**src/rtl/fb_arbiter_pkg.sv**
```systemverilog
// Shared owner encoding and lock state for the frame-buffer/CPU memory arbiter.
// Pure definitions: no latency, no backpressure.
package fb_arbiter_pkg;
   localparam logic OWNER_VIDEO = 1'b0;
   localparam logic OWNER_CPU   = 1'b1;

   typedef enum logic {
      ST_UNLOCKED = 1'b0,
      ST_LOCKED   = 1'b1
   } lock_t;
endpackage

```
**src/rtl/tag_fifo.sv**
```systemverilog
// Small synchronous FIFO holding the issuer tag of each outstanding read.
// One-cycle write-to-read latency; push is dropped when full, pop ignored when empty.
module tag_fifo #(
   parameter int WIDTH = 1,
   parameter int DEPTH = 8
) (
   input  logic                     clk,
   input  logic                     rst_n,
   input  logic                     push,
   input  logic                     pop,
   input  logic [WIDTH-1:0]         din,
   output logic [WIDTH-1:0]         dout,
   output logic                     full,
   output logic                     empty,
   output logic [$clog2(DEPTH):0]   count
);
   localparam int AW = $clog2(DEPTH);

   logic [WIDTH-1:0] r_mem [DEPTH];
   logic [AW-1:0]    r_wptr;
   logic [AW-1:0]    r_rptr;
   logic [AW:0]      r_count;
   logic             w_push;
   logic             w_pop;

   assign full   = (r_count == (AW+1)'(DEPTH));
   assign empty  = (r_count == '0);
   assign count  = r_count;
   assign dout   = r_mem[r_rptr];
   assign w_push = push & ~full;
   assign w_pop  = pop & ~empty;

   always_ff @(posedge clk or negedge rst_n) begin
      if (!rst_n) begin
         r_wptr  <= '0;
         r_rptr  <= '0;
         r_count <= '0;
      end else begin
         if (w_push) r_wptr <= r_wptr + 1'b1;
         if (w_pop)  r_rptr <= r_rptr + 1'b1;
         case ({w_push, w_pop})
            2'b10:   r_count <= r_count + 1'b1;
            2'b01:   r_count <= r_count - 1'b1;
            default: r_count <= r_count;
         endcase
      end
   end

   always_ff @(posedge clk) begin
      if (w_push) r_mem[r_wptr] <= din;
   end
endmodule

```
**src/rtl/fb_arbiter.sv**
```systemverilog
// Video-priority arbiter merging frame-buffer reads and CPU accesses onto one pipelined slave.
// Zero added latency on requests and responses; a stalled grant is locked until the slave accepts it.
module fb_arbiter
   import fb_arbiter_pkg::*;
#(
   parameter int ADDR_W         = 30,
   parameter int DATA_W         = 32,
   parameter int MAX_PENDING    = 8,
   parameter int CPU_STARVE_MAX = 16
) (
   input  logic                memory_clock,
   input  logic                reset_n,
   input  logic [ADDR_W-1:0]   vid_address,
   input  logic                vid_read,
   output logic                vid_waitrequest,
   output logic [DATA_W-1:0]   vid_readdata,
   output logic                vid_readdatavalid,
   input  logic [ADDR_W-1:0]   cpu_address,
   input  logic                cpu_read,
   input  logic                cpu_write,
   input  logic [DATA_W-1:0]   cpu_writedata,
   input  logic [DATA_W/8-1:0] cpu_byteenable,
   output logic                cpu_waitrequest,
   output logic [DATA_W-1:0]   cpu_readdata,
   output logic                cpu_readdatavalid,
   output logic [ADDR_W-1:0]   mem_address,
   output logic                mem_read,
   output logic                mem_write,
   output logic [DATA_W-1:0]   mem_writedata,
   output logic [DATA_W/8-1:0] mem_byteenable,
   input  logic                mem_waitrequest,
   input  logic [DATA_W-1:0]   mem_readdata,
   input  logic                mem_readdatavalid,
   output logic                err_orphan
);
   localparam int SW = $clog2(CPU_STARVE_MAX) + 1;
   localparam int CW = $clog2(MAX_PENDING) + 1;

   lock_t         r_lock;
   lock_t         w_lock_nxt;
   logic          r_owner;
   logic          w_owner_nxt;
   logic [SW-1:0] r_starve;
   logic          r_err_orphan;

   logic          w_full;
   logic          w_empty;
   logic [CW-1:0] w_count;
   logic          w_head;
   logic          w_room;
   logic          w_vid_elig;
   logic          w_cpu_elig;
   logic          w_cpu_req;
   logic          w_win_vid;
   logic          w_win_cpu;
   logic          w_issue;
   logic          w_accept;
   logic          w_push;
   logic          w_pop;

   assign w_room     = (w_count < CW'(MAX_PENDING));
   assign w_cpu_req  = cpu_read | cpu_write;
   assign w_vid_elig = vid_read & w_room;
   assign w_cpu_elig = cpu_write | (cpu_read & w_room);

   always_comb begin
      w_win_vid   = 1'b0;
      w_win_cpu   = 1'b0;
      w_lock_nxt  = r_lock;
      w_owner_nxt = r_owner;
      if (r_lock == ST_LOCKED) begin
         w_win_cpu = (r_owner == OWNER_CPU);
         w_win_vid = (r_owner == OWNER_VIDEO);
      end else if ((r_starve == SW'(CPU_STARVE_MAX)) && w_cpu_elig) begin
         w_win_cpu = 1'b1;
      end else if (w_vid_elig) begin
         w_win_vid = 1'b1;
      end else if (w_cpu_elig) begin
         w_win_cpu = 1'b1;
      end
      // A stalled request pins the grant; anything else (accept or idle) reopens arbitration.
      if (w_issue && mem_waitrequest) begin
         w_lock_nxt  = ST_LOCKED;
         w_owner_nxt = w_win_cpu ? OWNER_CPU : OWNER_VIDEO;
      end else begin
         w_lock_nxt  = ST_UNLOCKED;
      end
   end

   assign mem_read        = (w_win_vid & vid_read) | (w_win_cpu & cpu_read & ~cpu_write);
   assign mem_write       = w_win_cpu & cpu_write;
   assign mem_address     = w_win_cpu ? cpu_address : vid_address;
   assign mem_writedata   = cpu_writedata;
   assign mem_byteenable  = cpu_byteenable;
   assign vid_waitrequest = w_win_vid ? mem_waitrequest : 1'b1;
   assign cpu_waitrequest = w_win_cpu ? mem_waitrequest : 1'b1;

   assign w_issue  = mem_read | mem_write;
   assign w_accept = w_issue & ~mem_waitrequest;
   assign w_push   = w_accept & mem_read & ~w_full;
   assign w_pop    = mem_readdatavalid & ~w_empty;

   assign vid_readdatavalid = w_pop & (w_head == OWNER_VIDEO);
   assign cpu_readdatavalid = w_pop & (w_head == OWNER_CPU);
   assign vid_readdata      = mem_readdata;
   assign cpu_readdata      = mem_readdata;
   assign err_orphan        = r_err_orphan;

   tag_fifo #(
      .WIDTH (1),
      .DEPTH (MAX_PENDING)
   ) u_tag_fifo (
      .clk   (memory_clock),
      .rst_n (reset_n),
      .push  (w_push),
      .pop   (w_pop),
      .din   (w_win_cpu),
      .dout  (w_head),
      .full  (w_full),
      .empty (w_empty),
      .count (w_count)
   );

   always_ff @(posedge memory_clock or negedge reset_n) begin
      if (!reset_n) begin
         r_lock       <= ST_UNLOCKED;
         r_owner      <= OWNER_VIDEO;
         r_starve     <= '0;
         r_err_orphan <= 1'b0;
      end else begin
         r_lock  <= w_lock_nxt;
         r_owner <= w_owner_nxt;
         if (w_cpu_req && w_win_vid) begin
            if (r_starve != SW'(CPU_STARVE_MAX)) r_starve <= r_starve + 1'b1;
         end else if (w_accept && w_win_cpu) begin
            r_starve <= '0;
         end
         if (mem_readdatavalid && w_empty) r_err_orphan <= 1'b1;
      end
   end
endmodule

```
**config.mk**
```make
export PLATFORM = sky130hd
export DESIGN_NAME = fb_arbiter
export DESIGN_NICKNAME = d
export VERILOG_FILES = /design/src/rtl/fb_arbiter_pkg.sv /design/src/rtl/tag_fifo.sv /design/src/rtl/fb_arbiter.sv
export SDC_FILE = /design/constraint.sdc
export NUM_CORES = 1
export LEC_CHECK = 0
export ABC_AREA = 1
export ABC_CLOCK_PERIOD_IN_PS = 3000
export CORE_AREA = 2 2 106 108
export CTS_CLUSTER_SIZE = 10
export DETAILED_ROUTE_END_ITERATION = 6
export DIE_AREA = 0 0 108 110
export PLACE_DENSITY = 0.75
export SLEW_MARGIN = 30
export SYNTH_ARGS = -nofsm -noshare
export SYNTH_HDL_FRONTEND = slang
export SYNTH_SLANG_ARGS = --single-unit
```
**constraint.sdc**
```tcl
create_clock -name memory_clock -period 3 [get_ports memory_clock]
set_input_delay 0.9 -clock memory_clock [delete_from_list [all_inputs] [get_ports memory_clock]]
set_output_delay 0.9 -clock memory_clock [all_outputs]
set_load 0.1 [all_outputs]
```
==> summary.txt <==
Run status
  • Outcome: complete, no violations

Logic synthesis
  • Post-synthesis mux area share: 0.01140
  • Post-Synth Simple-Gate Area: 0.2836
  • Post-synthesis compound-gate area fraction: 0.03468
  • Synthesized area per cell: 6.986 um2
  • Primary FF master, synth: dfrtp_1
  • Syn_nets: 519
  • Largest family of logic cells by synthesized area: buffers and inverters
  • Post-Syn Area: 2634 um2
  • Post-synthesis sequential area ratio: 0.2622
  • Synth Instances: 377
  • #FFs+latches synth: 26
  • Synth Area in XOR/XNOR: 0.02993
  • Post-synth EDFFs: 8
  • Synth cell types: 33
  • Adder-cell share of the synthesized area: 0.03325
  • YS warnings: 0
  • Asr flop ratio synth: 0.6923

Layout
  • Area of the multi-input gates: 1181 um2
  • # diodes: 0
  • Fill cells: 1,067
  • Non-Filler Instances: 547
  • Commonest non-fill, non-tap cell in the layout: nand2_1
  • FF/Latch Area: 690.7 um2
  • Layout Utilization: 0.3766
  • Most frequent cells in the layout: nand2_1, clkdlybuf4s50_1, nand2_2
  • Syn-to-layout area delta: 52.97%
  • Share of cells above drive strength 1: 0.3366
  • Nets: 550

Worst setup path
  • Worst reg2reg path startpoint: r_starve[0]
  • Register-to-register setup slack: 0.19 ns
  • CP Max Fanout: 6
  • Critical Path End Type: output port
  • WP data required: 2.10 ns
  • CP startpoint kind: register
  • R2R cell count: 20
  • Worst r2r dst: u_tag_fifo.count[2]
  • Critical path class: reg2out
  • Worst Path Arrival: 2.03 ns

Route
  • Routed wire per std cell: 13.81 um
  • Vias: 2,380
  • Vias per cell: 4.351
  • Detailed Route WL: 7555 um
  • First-pass DRT Iterations: 4
  • Final ANT Viol Nets: 0
  • # DRC: 0
  • DRT iter0 DRCs: 99

Clock network
  • CTS H-tree depth: 1
  • Skew-Pair Late Insertion Delay: 0.27 ns
  • CTS tree: done
  • Clock Tree Root: clkbuf_8
  • CTS Buf Count: 3
  • CTS max path bufs: 2
  • Clock Sinks: 26
  • Hold_buf cts: 0
  • Clk pin slew, worst setup/hold paths: 0.09 ns

Global routing
  • Met1 GRT Util: 0.1140
  • Initial antenna violation count: 0
  • First-pass GRT wire length: 11,510 um
  • Gr ovfl total: 0
  • Number of global-route vias before repair: 2,476
  • Met2 Usage GRT: 0.2403
  • Pin count of the biggest net entering global routing: 19
  • Gr usage total: 0.1241
  • Grt met3 use: 0.05350
  • GRT busiest layer: met2

Min path
  • Hold Crit Start: err_orphan
  • Worst Hold Path Cells: 1
  • Hold WC Path Type: reg2reg
  • Hold EP: err_orphan

STA
  • Setup TNS: 0 ns
  • Max_slew headroom: 0.4282
  • Fin. max-slew vios: 0
  • Hold Fails Final Rpt: 0
  • Slew @ Worst Pin: 0.8550 ns
  • Final period utilization: 0.9766
  • Setup violations, final: 0
  • Maximum clock frequency: 341.3 MHz
  • Clock skew: 0.002073 ns
  • Final min period: 2.930 ns

Die
  • Die Ht: 110 um
  • Core Region: 10,700 um2
  • I/O pin count: 272
  • Die Area: 11,880 um2
  • Initial Utilization: 0.2462
  • DIE WIDTH: 108 um
  • Row count: 38

Pwr
  • Pwr/cell area: 1188 nW/um2
  • Static leakage: 1.872 nW
  • Max VDD drop: 0.6358 mV
  • Pwr Total: 4.788 mW

Placement
  • Placed insts: 528
  • Final HPWL DP: 5445 um
  • RD Place Congestion: 0.8482
  • # port buffers: 103

Run
  • MaxCap Viol Count: 0
## stage by stage
| stage | area, um2 | hold WS [ns] | setup WS (ns) |
|---|---|---|---|
| final | 4029 | 0.5188 | 0.07020 |
| after global routing | 4029 | 0.5528 | -0.03897 |
| after CTS | 3963 | 0.5310 | 0.007341 |
| after detailed placement | 3630 | 0.5065 | -0.4079 |
| after global placement | 3630 | 0.4940 | -0.2279 |
| after floorplan | 2713 | 0.4673 | -0.1523 |
## power by group
group | internal [mW] | leakage (nW) | total (mW) | switching, mW
Clock | 0.178 | 0.0357 | 0.287 | 0.109
Combinational | 1.49 | 1.54 | 3.89 | 2.39
Sequential | 0.493 | 0.293 | 0.614 | 0.122
Total | 2.16 | 1.87 | 4.79 | 2.63
## sequential cells by signal, summed over array words and instances, names as in the netlist
register           cells
r_owner                1
u_tag_fifo.r_rptr      3
r_lock                 1
r_starve               5
err_orphan             1
u_tag_fifo.r_mem       8
u_tag_fifo.r_wptr      3
u_tag_fifo.count       4
## synth_stat cells, types with 2 or more instances
cell / n / area, um2
nand2_4: 2 / 22.52
o22ai_1: 2 / 12.51
nor2_1: 12 / 45.04
dfrtp_1: 18 / 450.4
xnor2_1: 4 / 35.03
buf_4: 100 / 750.7
nand3_1: 15 / 75.07
o21ai_0: 6 / 30.03
clkbuf_1: 4 / 15.01
edfxtp_1: 8 / 240.2
ha_1: 7 / 87.58
inv_2: 2 / 7.510
nand2_2: 3 / 18.77
buf_2: 3 / 15.01
nor3_1: 9 / 45.04
a21oi_1: 3 / 15.01
mux2i_1: 3 / 30.03
inv_1: 28 / 105.1
xor2_1: 5 / 43.79
nand2_1: 130 / 488.0
## logic make-up (layout without fill, tap and decap cells)
logic type,Yosys count,in the layout
buffers and inverters,139,169
AO/OA/AOI/OAI,16,16
AND/OR/NAND/NOR,177,177
flip-flops,26,26
adder cells (fa/ha/maj),7,7
multiplexers,3,3
XOR/XNOR,9,9
## layer usage
| layer | share of wire | wire [um] |
|---|---|---|
| met1 | 0.33 | 2504 |
| met2 | 0.52 | 3950 |
| met3 | 0.12 | 874 |
| met4 | 0.030 | 226 |
| met5 | 0 | 0 |
## worst max-delay path by stage
stage / slack [ns] / startpoint / to
2_1_floorplan: -0.15 / mem_readdatavalid / cpu_readdatavalid
3_3_place_gp: -0.23 / vid_read / mem_address[23]
3_5_place_dp: -0.41 / vid_read / u_tag_fifo.count[2]
4_1_cts: 0.007 / r_starve[0] / mem_address[3]
5_1_grt: -0.04 / r_starve[1] / mem_address[21]
6_report: 0.07 / r_starve[0] / mem_address[15]
## final cells by class
class | instances | area share
clock buffers | 3 | 0.01025
multi-input cells | 212 | 0.2932
well taps | 140 | 0.04348
clock inverters | 1 | 0.007453
flip-flops and latches | 26 | 0.1714
repair buffers | 134 | 0.4422
inverters | 31 | 0.03199
## critical path: stages, from the launching register on
cell       delay, ns
dfrtp_1         0.40
inv_2           0.10
ha_4            0.15
nand2_2         0.07
inv_2           0.06
nand2_2         0.07
nand2_2         0.08
nand3_2         0.08
nand2_4         0.10
buf_12          0.14
inv_12          0.05
clkbuf_16       0.15
nand2_1         0.07
nand2_2         0.06
buf_12          0.16
## what timing repair did
item	CTS	global route
resized for setup	31	13
cloned	5	1
buffers inserted	7	2
endpoints found under the setup margin	36	34
pin swaps	15	9
hold endpoints to repair	0	0
Note: power is estimated with default switching activity, not from simulation.
